File: src/rtl/cpu_run_ctrl_pkg.sv
// Shared definitions for the FRANK6000 run controller: controller state
// encoding and the default widths/timing that the CPU top also uses.
package cpu_run_ctrl_pkg;

  localparam int FRANK_ADDR_W  = 8;
  localparam int FRANK_INSTR_W = 16;
  localparam int FRANK_DATA_W  = 8;
  localparam int FRANK_EN_DIV  = 4;
  localparam int FRANK_RST_CYC = 2;
  localparam int FRANK_STEP_W  = 16;

  typedef enum logic [2:0] {
    ST_IDLE  = 3'd0,
    ST_LOAD  = 3'd1,
    ST_RESET = 3'd2,
    ST_RUN   = 3'd3,
    ST_DONE  = 3'd4
  } run_state_t;

  // States from which a new load or run may be launched.
  function automatic logic can_launch(input run_state_t s);
    return (s == ST_IDLE) || (s == ST_DONE);
  endfunction

endpackage

File: src/rtl/cpu_run_ctrl_en_div.sv
// Control-enable divider: one-cycle enable every EN_DIV clocks, the enable
// lands on the first cycle after i_clr is released.
module cpu_run_ctrl_en_div #(
  parameter int EN_DIV = 4
) (
  input  logic i_clk,
  input  logic i_rst,
  input  logic i_clr,
  output logic o_en
);

  localparam int CW = (EN_DIV > 1) ? $clog2(EN_DIV) : 1;
  localparam logic [CW-1:0] LAST = CW'(EN_DIV - 1);

  logic [CW-1:0] cnt;

  // Free-running modulo-EN_DIV counter, parked at zero while cleared.
  always_ff @(posedge i_clk) begin
    if (i_rst || i_clr) begin
      cnt <= '0;
    end else if (cnt == LAST) begin
      cnt <= '0;
    end else begin
      cnt <= cnt + 1'b1;
    end
  end

  assign o_en = (cnt == '0) && !i_clr;

endmodule

File: src/rtl/cpu_run_ctrl.sv
// FRANK6000 program-load / run controller. Streams program words into the
// instruction memory, sequences CPU reset, gates the divided control enable,
// counts control steps and stops on the CPU loop flag or a step limit.
//
// Load handshake: a beat transfers on any cycle where i_ld_valid and
// o_ld_ready are both high; o_ld_ready depends only on controller state, the
// source may hold valid high indefinitely and must keep data/last stable until
// the beat transfers.
module cpu_run_ctrl
  import cpu_run_ctrl_pkg::*;
#(
  parameter int ADDR_W  = FRANK_ADDR_W,
  parameter int INSTR_W = FRANK_INSTR_W,
  parameter int DATA_W  = FRANK_DATA_W,
  parameter int EN_DIV  = FRANK_EN_DIV,
  parameter int RST_CYC = FRANK_RST_CYC,
  parameter int STEP_W  = FRANK_STEP_W
) (
  input  logic               i_clk,
  input  logic               i_rst,
  input  logic               i_load,
  input  logic               i_start,
  input  logic               i_abort,
  input  logic               i_ld_valid,
  input  logic [INSTR_W-1:0] i_ld_data,
  input  logic               i_ld_last,
  output logic               o_ld_ready,
  input  logic [STEP_W-1:0]  i_max_steps,
  input  logic               i_loopf,
  input  logic [DATA_W-1:0]  i_WREG,
  output logic [ADDR_W-1:0]  o_instr_addr,
  output logic [INSTR_W-1:0] o_instr,
  output logic               o_instr_we,
  output logic               o_cpu_rst,
  output logic               o_ON,
  output logic               o_control_en,
  output logic               o_busy,
  output logic               o_done,
  output logic               o_timeout,
  output logic [DATA_W-1:0]  o_result,
  output logic [STEP_W-1:0]  o_steps,
  output logic [ADDR_W:0]    o_prog_len,
  output logic [2:0]         o_dbg_state
);

  localparam int RCW = (RST_CYC > 1) ? $clog2(RST_CYC) : 1;
  localparam logic [RCW-1:0] RST_LAST = RCW'(RST_CYC - 1);

  run_state_t        state_q;
  run_state_t        state_d;
  logic [ADDR_W-1:0] addr;
  logic [RCW-1:0]    rst_cnt;
  logic [STEP_W-1:0] limit;
  logic [STEP_W-1:0] steps_inc;
  logic              loopf_q;
  logic              div_en;
  logic              beat;
  logic              last_addr;
  logic              run_en;
  logic              loop_rise;
  logic              limit_hit;

  // The divider only counts in RUN so the first RUN cycle always enables.
  cpu_run_ctrl_en_div #(
    .EN_DIV (EN_DIV)
  ) u_en_div (
    .i_clk (i_clk),
    .i_rst (i_rst),
    .i_clr (state_q != ST_RUN),
    .o_en  (div_en)
  );

  assign beat      = (state_q == ST_LOAD) && i_ld_valid;
  assign last_addr = (addr == {ADDR_W{1'b1}});
  assign run_en    = (state_q == ST_RUN) && div_en;
  assign steps_inc = (o_steps == {STEP_W{1'b1}}) ? o_steps : o_steps + 1'b1;
  assign loop_rise = (state_q == ST_RUN) && i_loopf && !loopf_q;
  // The limit is reached on the enable that brings the step count up to it.
  assign limit_hit = run_en && (limit != '0) && (steps_inc == limit);

  assign o_control_en = run_en;
  assign o_dbg_state  = state_q;

  // State register.
  always_ff @(posedge i_clk) begin
    if (i_rst) begin
      state_q <= ST_IDLE;
    end else begin
      state_q <= state_d;
    end
  end

  // Next-state selection and state-decoded outputs; abort overrides everything.
  always_comb begin
    state_d    = state_q;
    o_ld_ready = 1'b0;
    o_cpu_rst  = 1'b1;
    o_ON       = 1'b0;
    o_busy     = 1'b0;
    case (state_q)
      ST_IDLE, ST_DONE: begin
        o_cpu_rst = (state_q == ST_IDLE);
        if (i_load) begin
          state_d = ST_LOAD;
        end else if (i_start) begin
          state_d = ST_RESET;
        end
      end
      ST_LOAD: begin
        o_ld_ready = 1'b1;
        o_busy     = 1'b1;
        if (beat && (i_ld_last || last_addr)) begin
          state_d = ST_IDLE;
        end
      end
      ST_RESET: begin
        o_busy = 1'b1;
        if (rst_cnt == RST_LAST) begin
          state_d = ST_RUN;
        end
      end
      ST_RUN: begin
        o_cpu_rst = 1'b0;
        o_ON      = 1'b1;
        o_busy    = 1'b1;
        if (loop_rise || limit_hit) begin
          state_d = ST_DONE;
        end
      end
      default: begin
        state_d = ST_IDLE;
      end
    endcase
    if (i_abort) begin
      state_d = ST_IDLE;
    end
  end

  // Datapath: memory write port, load address/length, reset timer, step
  // counter, run limit, loop-flag history, result and status flags.
  always_ff @(posedge i_clk) begin
    if (i_rst) begin
      addr         <= '0;
      rst_cnt      <= '0;
      limit        <= '0;
      loopf_q      <= 1'b0;
      o_instr_addr <= '0;
      o_instr      <= '0;
      o_instr_we   <= 1'b0;
      o_done       <= 1'b0;
      o_timeout    <= 1'b0;
      o_result     <= '0;
      o_steps      <= '0;
      o_prog_len   <= '0;
    end else begin
      loopf_q    <= i_loopf;
      o_instr_we <= 1'b0;
      if (i_abort) begin
        o_done    <= 1'b0;
        o_timeout <= 1'b0;
      end else begin
        case (state_q)
          ST_IDLE, ST_DONE: begin
            if (i_load) begin
              addr       <= '0;
              o_prog_len <= '0;
              o_done     <= 1'b0;
              o_timeout  <= 1'b0;
            end else if (can_launch(state_q) && i_start) begin
              limit     <= i_max_steps;
              rst_cnt   <= '0;
              o_steps   <= '0;
              o_result  <= '0;
              o_done    <= 1'b0;
              o_timeout <= 1'b0;
            end
          end
          ST_LOAD: begin
            if (beat) begin
              o_instr_we   <= 1'b1;
              o_instr_addr <= addr;
              o_instr      <= i_ld_data;
              addr         <= addr + 1'b1;
              o_prog_len   <= o_prog_len + 1'b1;
            end
          end
          ST_RESET: begin
            if (rst_cnt != RST_LAST) begin
              rst_cnt <= rst_cnt + 1'b1;
            end
          end
          ST_RUN: begin
            if (run_en) begin
              o_steps <= steps_inc;
            end
            if (loop_rise) begin
              o_result <= i_WREG;
              o_done   <= 1'b1;
            end else if (limit_hit) begin
              o_done    <= 1'b1;
              o_timeout <= 1'b1;
            end
          end
          default: begin
          end
        endcase
      end
    end
  end

endmodule
File: config.mk
export PLATFORM = sky130hd
export DESIGN_NAME = cpu_run_ctrl
export DESIGN_NICKNAME = d
export VERILOG_FILES = /design/src/rtl/cpu_run_ctrl_pkg.sv /design/src/rtl/cpu_run_ctrl_en_div.sv /design/src/rtl/cpu_run_ctrl.sv
export SDC_FILE = /design/constraint.sdc
export NUM_CORES = 1
export LEC_CHECK = 0
export CORE_ASPECT_RATIO = 1.2
export CORE_MARGIN = 10
export CORE_UTILIZATION = 49
export DETAILED_ROUTE_END_ITERATION = 10
export PLACE_DENSITY = 0.81
export SKIP_LAST_GASP = 1
export SLEW_MARGIN = 25
export SYNTH_ARGS = -nofsm -noshare
export SYNTH_HDL_FRONTEND = slang
export SYNTH_SLANG_ARGS = --single-unit
File: constraint.sdc
create_clock -name i_clk -period 3 [get_ports i_clk]
set_input_delay 0.45 -clock i_clk [delete_from_list [all_inputs] [get_ports i_clk]]
set_output_delay 0.45 -clock i_clk [all_outputs]
set_load 0.01 [all_outputs]
**Word-level counts from Yosys, hierarchy flattened**

Index checks and enable logic that the tools add are counted.

- Add/sub/neg operators: 5
- Equal/unequal tests: 23
- Muxes and demuxes: 36
- Bitwise logic cells: 3
- Reductions and logical operators: 35

Operator list:

| cell | number |
|---|---|
| $mux W16 | 4 |
| $mux W8 | 5 |
| $pmux W16 S2 | 1 |
| $pmux W8 S2 | 2 |
| $reduce_and A4 Y1 | 5 |
| $mux W9 | 2 |
| $ne A2 B2 Y1 const B | 9 |
| $pmux W9 S2 | 1 |
| $add A16 B1 Y16 const B | 1 |
| $eq A16 B16 Y1 | 1 |
| $eq A16 B16 Y1 const B | 1 |
| $reduce_bool A16 Y1 | 1 |
| $mux W3 | 5 |
| $pmux W3 S4 | 1 |
| $mux W1 | 11 |
| $reduce_and A5 Y1 | 2 |
| $add A9 B1 Y9 const B | 1 |
| $logic_and A1 B1 Y1 | 9 |
| $ne A3 B3 Y1 const B | 3 |
| $add A8 B1 Y8 const B | 1 |
| $eq A8 B8 Y1 const B | 1 |
| $pmux W1 S2 | 4 |
| $eq A3 B2 Y1 const B | 2 |
| $reduce_and A3 Y1 | 2 |
| other kinds (15) | 27 |

- Register bits after elaboration: 91
- Output and inout bits: 68

**Logic depth before layout (Yosys ltp)**

Gate-level depths: netlist (run 1).

- Depth after elaboration: 9
- Mapped depth: 9
- Gate-level depth less buffers: 9

**Cells and area by module**

Synthesis (run 1) repeated with hierarchy kept, for this count alone.

- Cells, all modules: 596
- Area total of the unflattened synthesis: 4640.7 um^2

By module, submodules not included:

| module | times used | cells an instance | area each (um^2) |
|---|---|---|---|
| cpu_run_ctrl | 1 | 587 | 4531.8 |
| cpu_run_ctrl_en_div | 1 | 9 | 108.9 |

**Least setup slack after synthesis (run 1)**

OpenSTA, ideal clock, no wires.

- Path kind: reg-to-reg
- Start: register o_steps[0]
- End: register state_q[0] (netlist: o_dbg_state[0])
- Data arrival time: 2.379 ns
- Setup slack: 0.505 ns
- Stages on the path, launching flop included: 10
- Path buffers: 0
- Period minus slack after synthesis: 2.495 ns
- Path through: dfxtp_1 > ha_1 > nand3_2 > nor4_4 > nor3b_2 > nor3_1 > a31oi_1 > nor4b_2 > nand4_2 > a31o_1

- Longest elaborated chain between the ends: 7

Ends and longest elaborated chain:

| element | line | source |
|---|---|---|
| start: declaration | cpu_run_ctrl.sv:41 | `output logic [STEP_W-1:0] o_steps,` |
| start signal: assignment | cpu_run_ctrl.sv:194 | `o_steps <= steps_inc;` |
| $add A16 B1 Y16 or $eq A16 B16 Y1 (tied branches) | cpu_run_ctrl.sv:76 | `assign steps_inc = (o_steps == {STEP_W{1'b1}}) ? o_steps : o_steps + 1'b1;` |
| $mux W16 * | cpu_run_ctrl.sv:76 |  |
| $eq A16 B16 Y1 * | cpu_run_ctrl.sv:79 | `assign limit_hit = run_en && (limit != '0) && (steps_inc == limit);` |
| $logic_and A1 B1 Y1 * | cpu_run_ctrl.sv:79 |  |
| $logic_or A1 B1 Y1 * | cpu_run_ctrl.sv:126 | `if (loop_rise \|\| limit_hit) begin` |
| $ne A2 B1 Y1 (no source line) * | - |  |
| $reduce_and A4 Y1 (no source line) * | - |  |
| end signal: assignment | cpu_run_ctrl.sv:89 | `state_q <= state_d;` |
| end: declaration | cpu_run_ctrl.sv:49 | `run_state_t state_q;` |

Every way passes the cells marked *; elsewhere a longest branch is shown, timed or not.
A chain may end at the register's enable or synchronous reset.

**Worst setup path in the final report (run 1)**

Same ends and word-level chain as after synthesis.

==> insert_results.sql, run 1 <==
INSERT INTO impl_metrics (metric_group, metric, value, unit) VALUES
('drt', 'dr.max_layer_used', 'met4', ''),
('logic_synthesis', 'yosysSeqAreaShare', '41.4', '%'),
('clock_network', 'clk-insertion-delay-late', '0.37', 'ns'),
('sta', 'finClkSkew', '0.0102', 'ns'),
('power', 'p_switching', '0.000568', 'W'),
('sta', 'tmin_final', '2.74', 'ns'),
('clock_network', 'clk_path_buf_depth', '2', ''),
('global_routing', 'grt_max_degree', '35', ''),
('logic_synthesis', 'post_synth_inst_count', '565', ''),
('logic_synthesis', 'postSynthRegisterBits', '91', ''),
('setup_path', 'critPathRequiredTime', '3.27', 'ns'),
('power', 'power-per-cell-area', '408', 'nW/um^2'),
('drt', 'wl_per_cell', '16.5', 'um'),
('finish', 'final_nets', '724', ''),
('die', 'design.core.area', '8660', 'um^2'),
('drt', 'wl_met1', '4990', 'um'),
('die', 'die_width', '107', 'um'),
('die', 'placement_rows', '37', ''),
('power', 'p_seq_share', '51.8', '%'),
('drt', 'routed_wl', '13100', 'um'),
('placed_design', 'gp_congestion', '0.929', ''),
('drt', 'detailed_route_wirelength_on_metal3', '1300', 'um'),
('sta', 'tightest_slew', '0.822', 'ns'),
('status', 'result_of_the_run', 'completed', ''),
('setup_path', 'worst-setup-path-type', 'flip-flop to flip-flop', ''),
('sta', 'maxClockFrequency', '365', 'MHz'),
('drt', 'drt_pass1_iterations', '4', ''),
('logic_synthesis', 'synth_nets', '618', ''),
('finish', 'regArea', '1820', 'um^2'),
('logic_synthesis', 'async_flop_share', '0', '%'),
('global_routing', 'globalRouteTotalUtil', '19.9', '%'),
('drt', 'drcViolationCount', '0', ''),
('finish', 'drive_above_1_share', '7.25', '%'),
('clock_network', 'cts.sink_count', '91', ''),
('power', 'share_clk_of_total_power', '39.0', '%'),
('power', 'switching_portion_of_total_power', '23.6', '%'),
('finish', 'n_antenna_cell', '0', ''),
('die', 'initial_core_util', '50.8', '%'),
('clock_network', 'tritoncts', 'built', ''),
('clock_network', 'clock_tree.htree_level_count', '3', ''),
('global_routing', 'number_of_global_route_vias_before_repair', '4209', ''),
('clock_network', 'cts_resized', '0', ''),
('drt', 'via_to_cell_ratio', '5.42', ''),
('logic_synthesis', 'synth_edf_count', '0', ''),
('setup_path', 'worst_ep_arrival_time', '3.00', 'ns'),
('clock_network', 'post_cts_buffers', '0', ''),
('setup_path', 'critical_path_buf_inv_count', '0', ''),
('global_routing', 'antenna_found_initial', '0', ''),
('logic_synthesis', 'ys_types', '54', ''),
('setup_path', 'critPathCaptureType', 'flip-flop', ''),
('power', 'cellInternalPower', '0.00183', 'W'),
('finish', 'multi_input_comb_area', '2420', 'um^2'),
('finish', 'final_core_util', '68.0', '%'),
('finish', 'syn2layout_area_growth', '33.7', '%'),
('power', 'irDropWorstVdd', '0.000430', 'V'),
('logic_synthesis', 'syn_area', '4400', 'um^2'),
('finish', 'fillerInstances', '748', ''),
('clock_network', 'cts_hold_buffers', '0', ''),
('global_routing', 'global_route.overflow_total', '0', ''),
('logic_synthesis', 'dominantRegCellSynth', 'dfxtp_1', ''),
('die', 'die_area', '13200', 'um^2'),
('power', 'share_comb_of_total_power', '9.1', '%'),
('setup_path', 'critPathTopFamily', 'simple AND/OR/NAND/NOR gates', ''),
('drt', 'drt.antenna.violating_nets', '0', ''),
('drt', 'total_number_of_vias', '4295', ''),
('setup_path', 'critical_path.cell_chain', 'ha_1 > nand3_2 > nor3_1 > nand4_1 > xnor2_1 > a31oi_1 > and3_1 > nand4_2 > a31o_1', ''),
('clock_network', 'tritoncts.num_buffers', '9', ''),
('global_routing', 'wire_length_of_the_first_global_routing_pass', '21200', 'um'),
('setup_path', 'worst_path_max_delay_cell', 'dfxtp_1', ''),
('sta', 'tns', '0', 'ns'),
('logic_synthesis', 'number_of_synthesis_warnings', '0', '');
==> through the flow <==
step / hold WS, ns / cell area [um^2] / instances / setup WS, ns
after floorplan: 0.452 / 4400 / 565 / 0.505
after global placement: 0.439 / 5660 / 777 / 0.334
after detailed placement: 0.444 / 5660 / 777 / 0.258
after CTS: 0.418 / 5890 / 793 / 0.237
after global routing: 0.436 / 5890 / 793 / 0.0209
final: 0.433 / 5890 / 793 / 0.263
==> power by group through the flow <==
| stage | logic, W | registers, W | clock network [W] |
|---|---|---|---|
| after global routing | 0.000240 | 0.00125 | 0.00101 |
| final | 0.000219 | 0.00124 | 0.000937 |
| after global placement | 0.000215 | 0.00127 | 0 |
| after CTS | 0.000220 | 0.00124 | 0.000959 |
| after floorplan | 0.000107 | 0.00127 | 0 |
| after detailed placement | 0.000217 | 0.00127 | 0 |
==> path summary, 6_finish.rpt <==
check | startpoint | end | slack (ns) | cells after the start
min | i_rst | o_steps[4] | 0.43 | 2
max | o_steps[0] | o_dbg_state[0] | 0.26 | 9
min reg2reg | o_result[0] | o_result[0] | 0.45 | 2
max reg2reg | o_steps[0] | o_dbg_state[0] | 0.26 | 9
==> cell families (layout without fill, tap and decap cells) <==
logic type | after synthesis | in the layout | synth area share, %
compound gates | 121 | 121 | 15.4
buf+inv | 40 | 151 | 3.75
xor+xnor | 33 | 33 | 6.57
flops | 91 | 91 | 41.4
mux | 5 | 5 | 1.17
fa+ha+maj | 5 | 5 | 1.42
simple gates | 270 | 270 | 30.3
==> cell type report <==
| cell class | instances | area share (%) |
|---|---|---|
| multi-input combinational | 434 | 41.1 |
| sequential | 91 | 30.9 |
| timing repair buffer | 129 | 21.3 |
| tap | 117 | 2.49 |
| clock buffer | 11 | 2.40 |
| clock inverter | 5 | 1.42 |
| inverter | 6 | 0.383 |
==> sequential cells by signal (all words and copies together) (netlist names) <==
| signal | count |
|---|---|
| o_instr_we | 1 |
| limit | 16 |
| o_done | 1 |
| o_instr | 16 |
| loopf_q | 1 |
| o_dbg_state | 3 |
| o_steps | 16 |
| rst_cnt | 1 |
| o_timeout | 1 |
| u_en_div.cnt | 2 |
| o_result | 8 |
| o_prog_len | 9 |
| addr | 8 |
| o_instr_addr | 8 |
==> cell usage after synthesis (all sizes together) (11+ instances only) <==
cell type	n	area share [%]
a21oi	78	8.9
and3	11	1.7
clkbuf	26	2.2
dfxtp	91	41
nand2	120	10
nand3	19	2.3
nand4	14	2.3
nor2	44	3.8
nor3	20	2.5
o21ai	20	2.3
xnor2	13	2.6
xor2	20	4.0
==> worst reg2reg max path, delay by kind of cell, from the launching register on <==
kind	cells	cell delay (ns)
and+or+nand+nor	5	1.26
xor gates and xnor gates	1	0.19
adders and majority gates	1	0.32
DFF	1	0.47
AOI/OAI and AO/OA	2	0.40
==> per-layer routing <==
metal | vias to the layer above | global-route usage (%)
met1 | 1983 | 20.8
met5 | - | 0
met3 | 20 | 8.53
li1 | 2155 | -
met2 | 137 | 34.5
met4 | 0 | 9.07
==> cells in the final DEF (no fill, tap or decap), types with 6 or more instances in the layout <==
| cell | n |
|---|---|
| inv_1 | 6 |
| clkdlybuf4s50_1 | 114 |
| xnor2_1 | 13 |
| buf_4 | 14 |
| o21ai_0 | 17 |
| or3_1 | 6 |
| dfxtp_1 | 91 |
| nand3_1 | 18 |
| nor2b_1 | 6 |
| nor2_1 | 44 |
| and3_1 | 9 |
| a21oi_1 | 78 |
| clkbuf_8 | 10 |
| xor2_1 | 20 |
| nand2_1 | 120 |
| nor3_1 | 19 |
| nand4_1 | 12 |
Power figures use the tool's default switching activity.
==> run 2, diff against run 1 <==
Settings changed: PLACE_DENSITY 0.81 to 0.9, SETUP_SLACK_MARGIN set to 0.3.
Clock period 3 ns to 2.98 ns, I/O delays scaled along.
==> run 2 against run 1 <==
Net effect:
- clock skew decreased by 0.0021 ns
- first-iteration DRC count increased by 56%
- cell count increased by 0.38%
- routed wire length increased by 4.9%
- sequential cell count unchanged
- setup slack improved by 0.22 ns
- total power decreased by 4.7%
- critical path type is now flip-flop to output port
- largest power group unchanged
==> insert_results.sql, run 2 (synthesis results as in run 1) <==
INSERT INTO impl_metrics (metric_group, metric, value, unit) VALUES
('status', 'result_of_the_run', 'completed', ''),
('setup_path', 'critPathRequiredTime', '2.53', 'ns'),
('power', 'power-per-cell-area', '384', 'nW/um^2'),
('sta', 'finClkSkew', '0.00804', 'ns'),
('clock_network', 'clk-insertion-delay-late', '0.37', 'ns'),
('placed_design', 'dpl.hpwl', '10500', 'um'),
('sta', 'setup_viol', '0', ''),
('clock_network', 'cts.sink_count', '91', ''),
('global_routing', 'grt_max_degree', '47', ''),
('setup_path', 'worst_path_max_delay_cell', 'clkdlybuf4s50_1', ''),
('sta', 'timing.final.crit_share', '83.8', '%'),
('sta', 'tmin_final', '2.50', 'ns'),
('sta', 'hold_viol_final', '0', ''),
('clock_network', 'clk_path_buf_depth', '2', ''),
('clock_network', 'clock_tree.htree_level_count', '3', ''),
('global_routing', 'global_route.overflow_total', '0', ''),
('setup_path', 'critPathMaxStageDelay', '0.66', 'ns'),
('clock_network', 'clk_root_buffer_cell', 'clkbuf_8', ''),
('min_path', 'holdCritPathClass', 'flip-flop to flip-flop', ''),
('die', 'die_area', '13200', 'um^2'),
('clock_network', 'cts.clk_slew.worst_paths', '0.09', 'ns'),
('drt', 'drt.antenna.violating_nets', '0', ''),
('sta', 'final_max_slew_viol_count', '0', ''),
('finish', 'drive_above_1_share', '10.5', '%'),
('sta', 'tightest_slew', '0.720', 'ns'),
('setup_path', 'critPathCaptureType', 'output port', ''),
('global_routing', 'number_of_global_route_vias_before_repair', '4458', ''),
('finish', 'final_nets', '729', ''),
('setup_path', 'worstPathMaxFanout', '9', ''),
('power', 'irDropWorstVdd', '0.000355', 'V'),
('setup_path', 'worst_setup_path_start_kind', 'flip-flop', ''),
('drt', 'total_number_of_vias', '4375', ''),
('clock_network', 'cts_hold_buffers', '0', ''),
('finish', 'mostFrequentLayoutCell', 'nand2_1', ''),
('die', 'pin_count', '116', ''),
('finish', 'layout_top_registers', 'limit: 16 flops, o_instr: 16 flops, o_steps: 16 flops', ''),
('finish', 'layout_common_cells', 'nand2_1 (120), clkdlybuf4s50_1 (114), dfxtp_1 (79)', ''),
('placed_design', 'input_output_buffers', '115', ''),
('clock_network', 'tritoncts.num_buffers', '9', ''),
('run', 'max-cap-violations', '0', ''),
('global_routing', 'antenna_found_initial', '0', ''),
('global_routing', 'wire_length_of_the_first_global_routing_pass', '22300', 'um'),
('setup_path', 'worst_ep_arrival_time', '2.05', 'ns'),
('drt', 'number_of_design_rule_violations_left_by_the_first_detailed_router_iteration', '205', ''),
('drt', 'routed_wl', '13700', 'um'),
('drt', 'via_to_cell_ratio', '5.50', ''),
('die', 'die_width', '107', 'um'),
('setup_path', 'critical_path.cell_chain', 'nor3b_1 > clkdlybuf4s50_1', ''),
('finish', 'syn2layout_area_growth', '35.4', '%'),
('drt', 'drcViolationCount', '0', ''),
('power', 'leakagePower', '2.10', 'nW'),
('clock_network', 'tritoncts', 'built', ''),
('finish', 'n_antenna_cell', '0', ''),
('sta', 'slew_headroom', '52.0', '%'),
('drt', 'drt_pass1_iterations', '4', ''),
('setup_path', 'worst-setup-path-type', 'flip-flop to output port', ''),
('die', 'design.core.area', '8660', 'um^2'),
('drt', 'wl_per_cell', '17.2', 'um'),
('sta', 'maxClockFrequency', '400', 'MHz'),
('die', 'chip_height', '124', 'um'),
('placed_design', 'place_ws', '0.104', 'ns'),
('sta', 'post-route-worst-setup-slack', '0.482', 'ns'),
('sta', 'rsz_0062_raised_after_global_routing', 'false', ''),
('die', 'initial_core_util', '50.8', '%'),
('die', 'placement_rows', '37', ''),
('sta', 'tns', '0', 'ns'),
('placed_design', 'gp_congestion', '0.936', ''),
('global_routing', 'globalRouteTotalUtil', '21.0', '%');
## run 2: cell types whose count changed in the layout (fill, tap and decap cells not counted), moves of 2 or more
| cell | before | now |
|---|---|---|
| dfxtp_1 | 91 | 79 |
| nor3_1 | 19 | 17 |
| dfxtp_2 | 0 | 12 |
| clkinvlp_4 | 2 | 0 |
| buf_4 | 14 | 19 |
## run 2: cell type report
class / count / area, um^2
clock buffers: 10 / 128
clock inverters: 4 / 52.6
fillers: 719 / 2700
inverters: 6 / 22.5
multi-input cells: 434 / 2480
flip-flops and latches: 91 / 1840
well taps: 117 / 146
repair buffers: 134 / 1290
## run 2: stage by stage
step	power (W)	util (%)	cell area, um^2	instances	hold slack [ns]
finish	0.00229	68.8	5960	796	0.451
global route	0.00238	68.8	5960	796	0.482
CTS	0.00230	68.3	5910	796	0.456
detailed placement	0.00150	65.7	5690	781	0.444
global placement	0.00150	65.7	5690	781	0.438
floorplan	0.00138	-	4400	565	0.452
## run 2: what timing repair did
item,CTS,global route
endpoints found under the setup margin,5,5
hold endpoints to repair,0,0
pin swaps,1,2
setup buffers,1,0
gates resized for setup,6,17
## run 2: worst paths after layout
path	start	endpoint	slack (ns)	cells after the start
max	o_dbg_state[0]	o_ld_ready	0.48	2
min	o_result[4]	o_result[4]	0.45	2
max reg2reg	o_steps[15]	o_dbg_state[0]	0.49	9
min reg2reg	o_result[4]	o_result[4]	0.45	2
## run 2: report_power, final
group / total (W) / leakage (nW) / switching [W] / internal [W]
combinational: 0.000224 / 1.26 / 0.000109 / 0.000115
clock: 0.000812 / 0.0926 / 0.000430 / 0.000382
sequential: 0.00125 / 0.741 / 0.0000217 / 0.00123
## run 2: layer usage
metal	global-route usage, %	wire length [um]	vias to the layer above
met5	0	0	-
met2	37.5	6810	153
li1	-	-	2169
met3	8.63	1290	27
met1	21.2	5230	2026
met4	9.07	401	0
## run 2: critical path: cells and delay by family (launching register included)
family        cells  cell delay [ns]
buf+inv           1             0.66
flops             1             0.52
simple gates      1             0.51
==> run 3, diff against run 2 <==
Clock period 2.98 ns to 2.35 ns, I/O delays scaled along.
==> run 3 against run 2 <==
Net effect:
- worst hold slack lost 0.063 ns
- via count is 6.7% higher
- sequential share of layout area fell by 2.3 points
- setup slack lost 0.43 ns
- sequential cell count unchanged
- non-clock buffer count increased by 47
- critical path type is now flip-flop to flip-flop
- largest power group unchanged
==> insert_results.sql, run 3 (synthesis results as in run 1) <==
INSERT INTO impl_metrics (metric_group, metric, value, unit) VALUES
('status', 'result_of_the_run', 'completed', ''),
('drt', 'wl_per_cell', '17.8', 'um'),
('die', 'initial_core_util', '50.8', '%'),
('finish', 'mostFrequentLayoutCell', 'nand2_1', ''),
('clock_network', 'clk-insertion-delay-late', '0.37', 'ns'),
('finish', 'final_core_util', '74.4', '%'),
('setup_path', 'rr_worst_depth', '9', ''),
('setup_path', 'cp-endpoint', 'o_dbg_state[2]', ''),
('setup_path', 'critPathCaptureType', 'flip-flop', ''),
('drt', 'drt.antenna.violating_nets', '0', ''),
('placed_design', 'gp_congestion', '0.939', ''),
('global_routing', 'number_of_global_route_vias_before_repair', '4653', ''),
('drt', 'via_to_cell_ratio', '5.53', ''),
('sta', 'maxClockFrequency', '434', 'MHz'),
('setup_path', 'worst_ep_arrival_time', '2.59', 'ns'),
('placed_design', 'place_ws', '-0.0595', 'ns'),
('clock_network', 'tritoncts', 'built', ''),
('setup_path', 'regToRegEndpoint', 'o_dbg_state[2]', ''),
('placed_design', 'input_output_buffers', '115', ''),
('finish', 'syn2layout_area_growth', '46.4', '%'),
('finish', 'drive_above_1_share', '17.7', '%'),
('drt', 'drt_pass1_iterations', '4', ''),
('clock_network', 'tritoncts.num_buffers', '9', ''),
('setup_path', 'worst_setup_path_start_kind', 'flip-flop', ''),
('min_path', 'holdCritPathClass', 'input pin to flip-flop', ''),
('clock_network', 'clk_root_buffer_cell', 'clkbuf_8', ''),
('drt', 'detailed_route_wirelength_on_metal3', '1290', 'um'),
('global_routing', 'antenna_found_initial', '0', ''),
('sta', 'timing.final.crit_share', '98.0', '%'),
('clock_network', 'cts.sink_count', '91', ''),
('drt', 'number_of_design_rule_violations_left_by_the_first_detailed_router_iteration', '262', ''),
('drt', 'drcViolationCount', '0', ''),
('setup_path', 'setup.worst_path.start', 'o_steps[0]', ''),
('clock_network', 'clock_tree.htree_level_count', '3', ''),
('clock_network', 'clk_path_buf_depth', '2', ''),
('clock_network', 'cts.clk_slew.worst_paths', '0.08', 'ns'),
('die', 'chip_height', '124', 'um'),
('power', 'irDropWorstVdd', '0.000339', 'V'),
('sta', 'tmin_final', '2.30', 'ns'),
('setup_path', 'worstPathMaxFanout', '5', ''),
('setup_path', 'worst-setup-path-type', 'flip-flop to flip-flop', ''),
('power', 'power-per-cell-area', '460', 'nW/um^2'),
('run', 'max-cap-violations', '0', ''),
('finish', 'layout_common_cells', 'nand2_1 (119), clkdlybuf4s50_1 (110), dfxtp_1 (83)', ''),
('die', 'die_width', '107', 'um'),
('global_routing', 'wire_length_of_the_first_global_routing_pass', '23600', 'um'),
('setup_path', 'critPathRequiredTime', '2.63', 'ns'),
('finish', 'n_antenna_cell', '0', ''),
('sta', 'final_max_slew_viol_count', '0', ''),
('sta', 'tns', '0', 'ns'),
('sta', 'post-route-worst-setup-slack', '0.0473', 'ns'),
('drt', 'routed_wl', '15000', 'um'),
('placed_design', 'dpl.hpwl', '11100', 'um'),
('sta', 'slew_headroom', '65.7', '%'),
('sta', 'finClkSkew', '0.0124', 'ns'),
('sta', 'tightest_slew', '0.513', 'ns'),
('setup_path', 'r2r-start', 'o_steps[0]', ''),
('die', 'die_area', '13200', 'um^2'),
('drt', 'dr.max_layer_used', 'met4', ''),
('drt', 'total_number_of_vias', '4666', ''),
('sta', 'hold_viol_final', '0', ''),
('global_routing', 'grt_max_degree', '29', ''),
('drt', 'met2RoutedLength', '7910', 'um'),
('power', 'leakagePower', '2.39', 'nW'),
('global_routing', 'global_route.overflow_total', '0', ''),
('die', 'pin_count', '116', ''),
('sta', 'setup_viol', '0', ''),
('setup_path', 'timing.reg2reg.setup_slack', '0.05', 'ns'),
('finish', 'layout_top_registers', 'limit: 16 flops, o_instr: 16 flops, o_steps: 16 flops', ''),
('finish', 'final_nets', '776', ''),
('die', 'placement_rows', '37', ''),
('global_routing', 'globalRouteTotalUtil', '22.2', '%'),
('die', 'design.core.area', '8660', 'um^2'),
('drt', 'wl_met1', '5510', 'um'),
('sta', 'rsz_0062_raised_after_global_routing', 'true', '');
==> run 3: cell types whose count changed in the layout (fill, tap and decap cells not counted), moves of 4 or more <==
cell and delta:
dfxtp_1 +4, dlygate4sd2_1 +4, buf_4 +45, dfxtp_2 -6, clkdlybuf4s50_1 -4
==> run 3: through the flow <==
step / instances / power, W / instance area (um^2) / hold slack (ns)
floorplan: 565 / 0.00175 / 4470 / 0.452
global placement: 817 / 0.00191 / 6020 / 0.438
detailed placement: 817 / 0.00191 / 6020 / 0.449
CTS: 838 / 0.00296 / 6330 / 0.381
global route: 844 / 0.00307 / 6440 / 0.399
finish: 844 / 0.00296 / 6440 / 0.388
==> run 3: worst min-delay path by stage <==
stage	startpoint	endpoint	slack, ns	cells past startpoint
after floorplan	addr[4]	o_instr_addr[4]	0.45	2
after global placement	o_result[7]	o_result[7]	0.44	2
after detailed placement	o_instr[11]	o_instr[11]	0.45	2
after CTS	i_rst	o_result[1]	0.38	2
after global routing	i_rst	o_instr[0]	0.40	2
final	i_rst	o_result[1]	0.39	2
==> run 3: repair_timing <==
action,CTS,global route
hold buffers,0,0
pin swaps,7,6
buffers inserted,6,6
gates resized for setup,13,17
setup endpoints to repair,10,12
hold endpoints to repair,0,0
==> run 3: per-layer routing <==
metal  vias up  global-route usage [%]
li1       2270                       -
met1      2203                    22.2
met2       165                    40.9
met3        28                    8.89
met4         0                    7.88
met5         -                       0
==> run 3: cell type report <==
type                    count  area, um^2
clock buffers              10         138
clock inverters             5        53.8
fillers                   648        2210
inverters                   6        22.5
multi-input cells         434        2590
flip-flops and latches     91        1840
well taps                 117         146
repair buffers            181        1660
==> run 3: worst max-delay path, cell delays in order (launching register included) <==
cell and delay, ns:
dfxtp_4 0.40, buf_12 0.11, nand4_4 0.13, or2_4 0.29, nor3_4 0.22, and3_4 0.24
xnor2_2 0.09, nor4b_4 0.31, nand4_4 0.18, a211oi_2 0.25
==> run 3: power breakdown <==
part | internal (W) | total, W | leakage (nW) | switching [W]
logic | 0.000164 | 0.000316 | 1.55 | 0.000152
registers | 0.00156 | 0.00158 | 0.739 | 0.0000223
clock network | 0.000511 | 0.00106 | 0.102 | 0.000554
